`src/rtl/gpio_shift_pkg.sv`:
```
// gpio_shift_pkg: state encoding, length-width helper and default sizes for the GPIO shift engine
package gpio_shift_pkg;
  localparam int DEF_DATA_WIDTH = 8;
  localparam int DEF_DIV_WIDTH = 16;
  typedef enum logic [2:0] {IDLE, SETUP, HIGH, LATCH, DONE} state_t;
  function automatic int len_w(input int dw);
    return $clog2(dw) + 1;
  endfunction
endpackage

```
`src/rtl/gpio_shift_if.sv`:
```
// gpio_shift_if: control/status and pin bundle, master = GPIO registers/pins, slave = engine; latch_o only with GPIO_SHIFT_LATCH_EN
interface gpio_shift_if import gpio_shift_pkg::*; #(
  parameter int DATA_WIDTH = DEF_DATA_WIDTH,
  parameter int DIV_WIDTH = DEF_DIV_WIDTH
) ();
  localparam int LEN_W = len_w(DATA_WIDTH);
  logic start_i;
  logic [LEN_W-1:0] len_i;
  logic msb_first_i;
  logic cpol_i;
  logic [DIV_WIDTH-1:0] div_i;
  logic [DATA_WIDTH-1:0] tx_data_i;
  logic busy_o;
  logic done_o;
  logic [DATA_WIDTH-1:0] rx_data_o;
  logic sclk_o;
  logic sdo_o;
  logic sdi_i;
`ifdef GPIO_SHIFT_LATCH_EN
  logic latch_o;
`endif
  modport master (
    output start_i, len_i, msb_first_i, cpol_i, div_i, tx_data_i, sdi_i,
    input busy_o, done_o, rx_data_o, sclk_o, sdo_o
`ifdef GPIO_SHIFT_LATCH_EN
    , latch_o
`endif
  );
  modport slave (
    input start_i, len_i, msb_first_i, cpol_i, div_i, tx_data_i, sdi_i,
    output busy_o, done_o, rx_data_o, sclk_o, sdo_o
`ifdef GPIO_SHIFT_LATCH_EN
    , latch_o
`endif
  );
endinterface

```
`src/rtl/gpio_shift_sync.sv`:
```
// gpio_shift_sync: two-flop synchroniser (i_d async in, o_q synchronised out, sync reset to 0)
module gpio_shift_sync (
  input  logic clk,
  input  logic rst,
  input  logic i_d,
  output logic o_q
);
  logic r_meta, r_q;
  always_ff @(posedge clk)
    if (rst) {r_q, r_meta} <= '0;
    else {r_q, r_meta} <= {r_meta, i_d};
  assign o_q = r_q;
endmodule

```
`src/rtl/gpio_shift_engine.sv`:
```
// gpio_shift_engine: full-duplex bit-serial shiftIn/shiftOut engine (clk, rst, bus: gpio_shift_if.slave); GPIO_SHIFT_LATCH_EN adds LATCH phase + latch_o
module gpio_shift_engine import gpio_shift_pkg::*; #(
  parameter int DATA_WIDTH = DEF_DATA_WIDTH,
  parameter int DIV_WIDTH = DEF_DIV_WIDTH
) (
  input logic clk,
  input logic rst,
  gpio_shift_if.slave bus
);
  localparam int LEN_W = len_w(DATA_WIDTH);
  localparam int IDX_W = DATA_WIDTH > 1 ? $clog2(DATA_WIDTH) : 1;
  localparam logic [LEN_W-1:0] MAX_LEN = LEN_W'(DATA_WIDTH);
  state_t r_state, w_next;
  logic [DIV_WIDTH-1:0] r_ph, r_div;
  logic [LEN_W-1:0] r_cnt, r_len, w_len;
  logic [DATA_WIDTH-1:0] r_tx, r_sh, r_rx, w_sh;
  logic [IDX_W-1:0] w_idx;
  logic r_msb, r_cpol, w_sdi, w_last, w_sample;
  gpio_shift_sync u_sync (.clk(clk), .rst(rst), .i_d(bus.sdi_i), .o_q(w_sdi));
  assign w_len = (bus.len_i == '0 || bus.len_i > MAX_LEN) ? MAX_LEN : bus.len_i;
  assign w_last = r_ph == r_div;
  // r_cnt counts remaining bits minus one; tx and rx share the same bit position
  assign w_idx = IDX_W'(r_msb ? r_cnt : r_len - 1'b1 - r_cnt);
  assign w_sample = r_state == HIGH && w_last;
  always_comb begin
    w_sh = r_sh;
    if (w_sample) w_sh[w_idx] = w_sdi;
  end
  always_comb begin
    w_next = r_state;
    case (r_state)
      IDLE:  w_next = bus.start_i ? SETUP : IDLE;
      SETUP: w_next = w_last ? HIGH : SETUP;
`ifdef GPIO_SHIFT_LATCH_EN
      HIGH:  w_next = !w_last ? HIGH : r_cnt != '0 ? SETUP : LATCH;
`else
      HIGH:  w_next = !w_last ? HIGH : r_cnt != '0 ? SETUP : DONE;
`endif
      LATCH: w_next = w_last ? DONE : LATCH;
      default: w_next = IDLE;
    endcase
  end
  always_ff @(posedge clk)
    if (rst) begin
      r_state <= IDLE;
      r_ph <= '0;
      r_div <= '0;
      r_cnt <= '0;
      r_len <= '0;
      r_tx <= '0;
      r_sh <= '0;
      r_rx <= '0;
      r_msb <= 1'b0;
      r_cpol <= 1'b0;
    end else begin
      r_state <= w_next;
      r_ph <= w_next != r_state ? '0 : r_ph + 1'b1;
      if (r_state == IDLE && bus.start_i) begin
        r_len <= w_len;
        r_cnt <= w_len - 1'b1;
        r_msb <= bus.msb_first_i;
        r_cpol <= bus.cpol_i;
        r_div <= bus.div_i;
        r_tx <= bus.tx_data_i;
        r_sh <= '0;
      end else begin
        r_sh <= w_sh;
        if (w_sample && r_cnt != '0) r_cnt <= r_cnt - 1'b1;
      end
      if (w_next == DONE) r_rx <= w_sh;
    end
  assign bus.busy_o = r_state inside {SETUP, HIGH, LATCH};
  assign bus.done_o = r_state == DONE;
  assign bus.rx_data_o = r_rx;
  assign bus.sclk_o = r_state == HIGH ? ~r_cpol : r_cpol;
  assign bus.sdo_o = (r_state == SETUP || r_state == HIGH) && r_tx[w_idx];
`ifdef GPIO_SHIFT_LATCH_EN
  assign bus.latch_o = r_state == LATCH;
`endif
endmodule

```
`src/flat_wrapper.sv`:
```
// flat-port wrapper written by rule: the top's interface ports become plain ports
module gpio_shift_engine_flat import gpio_shift_pkg::*;
#(
  parameter int DATA_WIDTH = DEF_DATA_WIDTH,
  parameter int DIV_WIDTH = DEF_DIV_WIDTH
)
  (clk, rst, bus_start_i, bus_len_i, bus_msb_first_i, bus_cpol_i, bus_div_i, bus_tx_data_i, bus_sdi_i, bus_busy_o, bus_done_o, bus_rx_data_o, bus_sclk_o, bus_sdo_o);
  gpio_shift_if #(.DATA_WIDTH(DATA_WIDTH), .DIV_WIDTH(DIV_WIDTH)) bus_i ();
  input logic clk;
  input logic rst;
  input wire logic [$bits(bus_i.start_i)-1:0] bus_start_i;
  input wire logic [$bits(bus_i.len_i)-1:0] bus_len_i;
  input wire logic [$bits(bus_i.msb_first_i)-1:0] bus_msb_first_i;
  input wire logic [$bits(bus_i.cpol_i)-1:0] bus_cpol_i;
  input wire logic [$bits(bus_i.div_i)-1:0] bus_div_i;
  input wire logic [$bits(bus_i.tx_data_i)-1:0] bus_tx_data_i;
  input wire logic [$bits(bus_i.sdi_i)-1:0] bus_sdi_i;
  output wire logic [$bits(bus_i.busy_o)-1:0] bus_busy_o;
  output wire logic [$bits(bus_i.done_o)-1:0] bus_done_o;
  output wire logic [$bits(bus_i.rx_data_o)-1:0] bus_rx_data_o;
  output wire logic [$bits(bus_i.sclk_o)-1:0] bus_sclk_o;
  output wire logic [$bits(bus_i.sdo_o)-1:0] bus_sdo_o;
  assign bus_i.start_i = bus_start_i;
  assign bus_i.len_i = bus_len_i;
  assign bus_i.msb_first_i = bus_msb_first_i;
  assign bus_i.cpol_i = bus_cpol_i;
  assign bus_i.div_i = bus_div_i;
  assign bus_i.tx_data_i = bus_tx_data_i;
  assign bus_i.sdi_i = bus_sdi_i;
  assign bus_busy_o = bus_i.busy_o;
  assign bus_done_o = bus_i.done_o;
  assign bus_rx_data_o = bus_i.rx_data_o;
  assign bus_sclk_o = bus_i.sclk_o;
  assign bus_sdo_o = bus_i.sdo_o;
  gpio_shift_engine #(.DATA_WIDTH(DATA_WIDTH), .DIV_WIDTH(DIV_WIDTH)) u_core (.clk(clk), .rst(rst), .bus(bus_i));
endmodule
```
`config.mk`:
```
export PLATFORM = sky130hd
export DESIGN_NAME = gpio_shift_engine_flat
export DESIGN_NICKNAME = d
export VERILOG_FILES = /design/src/rtl/gpio_shift_pkg.sv /design/src/rtl/gpio_shift_if.sv /design/src/rtl/gpio_shift_sync.sv /design/src/rtl/gpio_shift_engine.sv /design/src/flat_wrapper.sv
export SDC_FILE = /design/constraint.sdc
export NUM_CORES = 1
export LEC_CHECK = 0
export ABC_AREA = 1
export BUFFER_PORTS_ARGS = -buffer_cell sky130_fd_sc_hd__buf_4
export CAP_MARGIN = 20
export CORE_MARGIN = 4
export CORE_UTILIZATION = 62
export DETAILED_ROUTE_END_ITERATION = 16
export PLACE_DENSITY = 0.89
export SYNTH_ARGS = -nofsm -noshare
export SYNTH_HDL_FRONTEND = slang
export SYNTH_SLANG_ARGS = --single-unit
```
`constraint.sdc`:
```
create_clock -name clk -period 6.2 [get_ports clk]
set_clock_uncertainty 0.05 [all_clocks]
set_input_delay 1.24 -clock clk [delete_from_list [all_inputs] [get_ports clk]]
set_output_delay 1.24 -clock clk [all_outputs]
set_load 0.01 [all_outputs]
```
; ---- Word-level counts from Yosys, hierarchy flattened
; Cells that the tools add are included.
[totals]
reg_bits = 70
latch_bits = 0
ram_bits = 0
rom_bits = 0
in_bits = 34
wordCells = 59
mem_count = 0
[classes]
addsub = 5
n_mul = 0
n_div = 0
order_cmp = 3
n_eq_ne = 7
shift = 0
mux = 17
bitwise = 1
n_reduce_logical = 14
[op_table]
columns = op, count
row1 = "adder 16 x 1 -> 16 bit, second input constant", 1
row2 = == test 16 bit, 1
row3 = 2-to-1 mux 3 bit, 4
row4 = 2-to-1 mux 4 bit, 3
row5 = one-hot mux 3 bit (4 select lines), 1
row6 = bitwise mux 8 bit, 1
row7 = 2-to-1 mux 8 bit, 1
row8 = "subtractor 4 x 1 -> 4 bit, second input constant", 2
row9 = "== test 3 x 2 -> 1 bit, second input constant", 2
row10 = "== test 3 bit, second input constant", 2
row11 = logical AND 1 bit, 5
row12 = "greater-than comparator 4 bit, second input constant", 1
row13 = zero test 4 bit, 1
row14 = "less-than comparator 3 x 4 -> 1 bit, second input constant", 1
row15 = 2-to-1 mux 1 bit, 4
row16 = nonzero test 4 bit, 1
row17 = OR reduction 2 bit, 2
row18 = binary-select mux 1 bit (select 3 bit), 1
row19 = demux 1 bit (select 3 bit), 1
row20 = "== test 3 x 1 -> 1 bit, second input constant", 1
row21 = "greater-or-equal comparator 3 x 1 -> 1 bit, second input constant", 1
row22 = zero test 3 bit, 1
row23 = inequality test 3 bit, 1
row24 = nonzero test 3 bit, 1
row25 = 6 further kinds, 7

; ---- Depth between registers and ports, before layout
; Gate-level depths: netlist of the first run.
[logic_depth]
ltp_word = 9
depth_mapped = 17
depth_no_buf = 16

; ---- Cells and area by module
; A second synthesis of the first run with hierarchy kept.
[hier_totals]
hier_cells = 510
hier_area_um2 = 3627.2
[modules_own_cells]
columns = module, instances, cells_per_inst, area_per_inst_um2, seq_area_each_um2
row1 = gpio_shift_engine, 1, 504, 3572.2, 1361.3
row2 = gpio_shift_sync, 1, 6, 55.1, 40.0

; ---- Least setup slack after synthesis of the first run
; Ideal clock, no wire load.
[synth_path]
path_kind = reg-to-output
start = reg u_core.r_cnt[0]
end = out bus_sdo_o
arrival_time_ns = 1.914
required_ns = 4.910
path_slack_ns = 2.996
path_stages_with_launch = 10
n_path_buf = 0
path_cell_list = dfxtp_1 > inv_1 > ha_1 > inv_1 > fa_1 > o21ai_2 > inv_2 > nand2_1 > nand2_1 > a211oi_1
[synth_between]
elab_chain_cells = 5
[synth_rtl]
columns = item, line_no
row1 = from (decl), gpio_shift_engine.sv:15  ; logic [LEN_W-1:0] r_cnt, r_len, w_len;
row2 = from (signal assigned), gpio_shift_engine.sv:60  ; r_cnt <= w_len - 1'b1;
row3 = from (signal assigned), gpio_shift_engine.sv:68  ; if (w_sample && r_cnt != '0) r_cnt <= r_cnt - 1'b1;
row4 = subtractor 3 bit, gpio_shift_engine.sv:23  ; assign w_idx = IDX_W'(r_msb ? r_cnt : r_len - 1'b1 - r_cnt);
row5 = 2-to-1 mux 3 bit *, gpio_shift_engine.sv:23
row6 = binary-select mux 1 bit (select 3 bit) *, gpio_shift_engine.sv:76  ; assign bus.sdo_o = (r_state == SETUP || r_state == HIGH) && r_tx[w_idx];
row7 = 2-to-1 mux 1 bit (implied by the code) *, gpio_shift_engine.sv:76
row8 = logical AND 1 bit *, gpio_shift_engine.sv:76
row9 = to (decl), flat_wrapper.sv:22  ; output wire logic [$bits(bus_i.sdo_o)-1:0] bus_sdo_o;
; Mark *: on every way between the ends. The rest lies on a longest branch, timed or not. The select of a mux whose other input is x is not followed.

; ---- Worst setup path after layout of the first run
; Same ends and word-level chain as after synthesis.

==> results.ini, run 1 <==
[sta]
finalSetupTns_ns=0
fmax_ghz=0.255
final-hold-violation-count=0
tightest_slew_ns=0.607
finalCritPeriodShare=0.634
timing.hold.ws_ns=0.364
setup_viol=0
setup_slack_ns=2.27
slew_viol_final=0
max_slew_margin=0.595
fin_crit_ns=3.93
rsz0062_at_grt=false

[place]
port_buffers=45
place.gp.congestion=0.947
placed_cell_area_sq_um=4070
pre_cts_slack_ns=2.70
place_inst=648
place_hpwl_um=6350

[yosys]
synth_area_leader_cell=dfxtp_1
synth_seq_cells=70
avgSynthCellArea_sq_um=6.80
synth_edf_count=0
synthArstFlopShare=0
synthTopCellsByArea=dfxtp_1, nand2_1, nor2_1
ys.flop_type=dfxtp_1
netlist_area_sq_um=3710
yosysSeqAreaShare=0.378
syn_inst=546
synth.top_cell.area_share=0.378
syn_nets=584
yosysUniqueCellTypes=35
yosysWarningCount=0

[worst_setup_path]
cpPeakStageDelay_ns=0.42
cp_num_buf_inv=4
cp-endpoint=bus_sdo_o
worstRegToRegCells=13
cp.required_ns=4.91
worstPathCellList=inv_1, ha_1, inv_1, fa_1, o21ai_2, inv_2, nand2_1, nand2_1, a211oi_1, buf_4
crit_type=reg2out
arrival_ns=2.64
reg2reg_slack_ns=3.72
crit_fanout=10
timing.rr.start=u_core.r_cnt[0]
cp-startpoint=u_core.r_cnt[0]
crit_cells=10
end_kind=output pin
crit_family=compound AO/OA/AOI/OAI gates
reg2reg_to=u_core.bus.rx_data_o[2]
cp_slowest_cell=fa_1
startpoint_type=flop

[power]
p_per_area_nw_per_um2=239
p_leak_nw=1.95
power.total_mw=1.01
peakVddDrop_mv=0.159

[floorplan]
fp.dieH_um=85.4
design.core.area_sq_um=5640
start_util=0.658
rows=27
die_area_sq_um=7290
die_width_um=85.4
ios=46

[clocking]
clockBufferDepth=2
cts_setup_buffers=0
cts.clk_slew.worst_paths_ns=0.07
cts_tree=done
postCtsResizedCells=0
cts_max_level=3
ctsHoldBuffers=0
cts_num_sinks=70
root_buffer=clkbuf_8
cts_buffers=9
worstSkewPairLatency_ns=0.36

[finish]
final_common_cell=nand2_1
area_growth_pct=14.2
diodes=0
drive_gt1_frac=0.178
fin_cells=663
n_fill_cell=430
multiInputGateArea_sq_um=1940
final_cell_mix=nand2_1, nor2_1, dfxtp_1
layout.nets=625
seq_area_sq_um=1400
finalInstanceArea_sq_um=4240
utilization=0.751

[route]
wire_per_inst_um=13.4
drc=0
drtAntennaViolNets=0
vias=3635
drt-total-wl_um=8890
vias_per_cell=5.48
firstDrtPassIters=7
drtIter0Drc=404

[status]
outcome=complete, no violations

[worst_hold_path]
min_path_type=reg2reg
worstHoldStart=u_core.u_sync.r_meta

[flow_run]
maxCapViolations=0

[global_routing]
grt_start_max_net_pins=57
grt.overflow.total=0
grt_pass1_wl_um=15000
grt_pass1_vias=3276
antenna_found_initial=0
track_usage=0.255

==> worst min-delay path by stage <==
stage | slack (ns) | cells after the start | endpoint
6_report | 0.36 | 2 | u_core.u_sync.o_q
5_1_grt | 0.42 | 2 | u_core.u_sync.o_q
4_1_cts | 0.37 | 2 | u_core.u_sync.o_q
3_5_place_dp | 0.36 | 2 | u_core.u_sync.o_q
3_3_place_gp | 0.34 | 2 | u_core.u_sync.o_q
2_1_floorplan | 0.34 | 2 | u_core.u_sync.o_q
==> registers in the layout, summed over array words and instances (netlist names), 3 cells and up <==
register,cells
u_core.bus.rx_data_o,8
u_core.r_cnt,4
u_core.r_div,16
u_core.r_len,3
u_core.r_ph,16
u_core.r_sh,8
u_core.r_state,3
u_core.r_tx,8
==> per-layer routing <==
| layer | up-vias | GRT usage | wire (um) |
|---|---|---|---|
| li1 | 1816 | - | - |
| met2 | 148 | 0.396 | 3980 |
| met1 | 1644 | 0.340 | 3970 |
| met4 | 0 | 0.0863 | 227 |
| met3 | 27 | 0.0738 | 709 |
| met5 | - | 0 | 0 |
==> tightest hold or removal path: stages (launching register included) <==
cell and delay (ns):
dfxtp_1 0.30, inv_1 0.04, nor2_1 0.03
==> where the power goes <==
part           total, mW  internal (mW)  switching [mW]
registers          0.486          0.472          0.0149
logic              0.196         0.0667           0.129
clock network      0.330          0.165           0.166
==> cells by family (layout without fill, tap and decap cells) <==
kind of cell,Yosys count,in the layout,share of synthesized area
AND/OR/NAND/NOR,288,288,0.361
flip-flops,70,70,0.378
adder cells (fa/ha/maj),4,4,0.0155
XOR/XNOR,17,17,0.0401
AO/OA/AOI/OAI,73,73,0.105
buffers and inverters,94,139,0.101
==> final cells by class <==
| cell class | instances | area share |
|---|---|---|
| inverter | 77 | 0.0682 |
| timing repair buffer | 47 | 0.0833 |
| multi-input combinational | 382 | 0.457 |
| sequential | 70 | 0.331 |
| clock buffer | 14 | 0.0384 |
| tap | 72 | 0.0213 |
| clock inverter | 1 | 0.00118 |
==> Yosys cell counts (13+ instances only) <==
cell       n
a21oi_1   31
dfxtp_1   70
inv_1     57
inv_2     20
nand2_1  136
nand3_1   27
nand4_1   13
nor2_1    72
nor3_1    16
o21ai_0   30
xor2_1    15
Power figures use the tool's default switching activity.
==> inputs of run 2 (changes only) <==
--- a/config.mk
+++ b/config.mk
@@ -9,9 +9,9 @@
 export BUFFER_PORTS_ARGS = -buffer_cell sky130_fd_sc_hd__buf_4
 export CAP_MARGIN = 20
 export CORE_MARGIN = 4
-export CORE_UTILIZATION = 62
+export CORE_UTILIZATION = 58
 export DETAILED_ROUTE_END_ITERATION = 16
-export PLACE_DENSITY = 0.89
+export PLACE_DENSITY = 0.85
 export SYNTH_ARGS = -nofsm -noshare
 export SYNTH_HDL_FRONTEND = slang
 export SYNTH_SLANG_ARGS = --single-unit
==> constraint.sdc (replaced) <==
create_clock -name clk -period 3.95 [get_ports clk]
set_clock_uncertainty 0.05 [all_clocks]
set_input_delay 0.79 -clock clk [delete_from_list [all_inputs] [get_ports clk]]
set_output_delay 0.79 -clock clk [all_outputs]
set_load 0.01 [all_outputs]
==> run 2 against run 1 <==
  * Die area rose by 6.2%
  * Utilization decreased by 4.8 points
  * Total power is 58% higher
  * Flip-flop and latch count unchanged
  * Critical endpoint unchanged
  * Register-to-register slack worse by 2.3 ns
  * Sequential share of layout area fell by 0.19 points
  * Non-clock buffer count rose by 1
  * First-iteration DRC count fell by 36%
  * Critical path depth did not move
  * Combinational power grew 59%
==> results.ini, run 2 (same netlist as run 1, synthesis figures left out) <==
[power]
p_per_area_nw_per_um2=376
p_leak_nw=1.96
peakVddDrop_mv=0.235
power.total_mw=1.60

[route]
vias=3645
drtIter0Drc=257
vias_per_cell=5.47
drtAntennaViolNets=0
drt-total-wl_um=8850
drc=0
wire_per_inst_um=13.3
firstDrtPassIters=5

[sta]
setup_slack_ns=0.486
setup_viol=0
max_slew_margin=0.592
final-hold-violation-count=0
tightest_slew_ns=0.611
fin_crit_ns=3.46
slew_viol_final=0
finalSetupTns_ns=0
timing.hold.ws_ns=0.351
rsz0062_at_grt=false
finalCritPeriodShare=0.877
fmax_ghz=0.289

[finish]
diodes=0
drive_gt1_frac=0.181
reg.largest.list=u_core.r_div: 16 flops, u_core.r_ph: 16 flops
fin_cells=666
seq_area_sq_um=1400
final_common_cell=nand2_1
utilization=0.703
finalInstanceArea_sq_um=4260
multiInputGateArea_sq_um=1940
layout.nets=626
area_growth_pct=14.8
final_cell_mix=nand2_1, nor2_1, dfxtp_1
n_fill_cell=513

[worst_hold_path]
worstHoldStart=u_core.u_sync.r_meta
holdPathStages=2
min_to=u_core.u_sync.o_q
min_path_type=reg2reg

[floorplan]
fp.dieH_um=88.0
design.core.area_sq_um=6060
start_util=0.612
rows=28
die_width_um=88.0
die_area_sq_um=7740
ios=46

[global_routing]
grt_pass1_wl_um=14700
grt_pass1_vias=3282
antenna_found_initial=0
track_usage=0.243
grt.overflow.total=0
grt_start_max_net_pins=41

[clocking]
cts_tree=done
clockBufferDepth=2
cts_buffers=9
cts_setup_buffers=0
cts_max_level=3
ctsHoldBuffers=0
postCtsResizedCells=0
root_buffer=clkbuf_8
worstSkewPairLatency_ns=0.35
cts.clk_slew.worst_paths_ns=0.07
cts_num_sinks=70

[worst_setup_path]
timing.rr.start=u_core.r_cnt[0]
worstRegToRegCells=16
crit_fanout=10
reg2reg_to=u_core.bus.rx_data_o[4]
startpoint_type=flop
crit_type=reg2out
end_kind=output pin
cp.required_ns=3.11
reg2reg_slack_ns=1.44
arrival_ns=2.62

[place]
placed_cell_area_sq_um=4070
place_inst=651
pre_cts_slack_ns=0.902
place.gp.congestion=0.912
place_hpwl_um=6270
port_buffers=45

[flow_run]
maxCapViolations=0

[status]
outcome=complete, no violations

## run 2: changes by cell type in the layout (fill, tap and decap cells not counted), sizes merged
cell | before | now
buf | 47 | 48
clkbuf | 14 | 13
## run 2: area by class of cell
class | count | share of cell area
clock inverter | 1 | 0.00117
clock buffer | 13 | 0.0396
inverter | 77 | 0.0678
timing repair buffer | 48 | 0.0863
tap | 75 | 0.0220
sequential | 70 | 0.329
multi-input combinational | 382 | 0.454
## run 2: power breakdown
part           total (mW)  internal (mW)  switching (mW)
clock network       0.528          0.272           0.256
registers           0.762          0.740          0.0222
logic               0.311          0.107           0.205
total                1.60           1.12           0.483
## run 2: worst max-delay path by stage
stage                          from        end  slack [ns]  cells past startpoint
finish              u_core.r_cnt[0]  bus_sdo_o        0.49                     10
global route        u_core.r_cnt[0]  bus_sdo_o        0.35                     12
CTS                 u_core.r_cnt[0]  bus_sdo_o        0.52                     10
detailed placement  u_core.r_cnt[0]  bus_sdo_o        0.90                     10
global placement    u_core.r_cnt[0]  bus_sdo_o        1.02                     10
floorplan           u_core.r_cnt[0]  bus_sdo_o        1.20                      9
## run 2: critical path: stages (launching register included)
cell      delay [ns]
dfxtp_1         0.34
inv_1           0.09
ha_1            0.19
inv_1           0.06
fa_1            0.41
o21ai_2         0.39
inv_2           0.16
nand2_1         0.10
nand2_1         0.06
a211oi_1        0.29
buf_4           0.18
## run 2: routing by layer
layer | track usage | share of wire
met5 | 0 | 0
met4 | 0.131 | 0.035
met3 | 0.0442 | 0.080
met2 | 0.382 | 0.44
met1 | 0.316 | 0.45
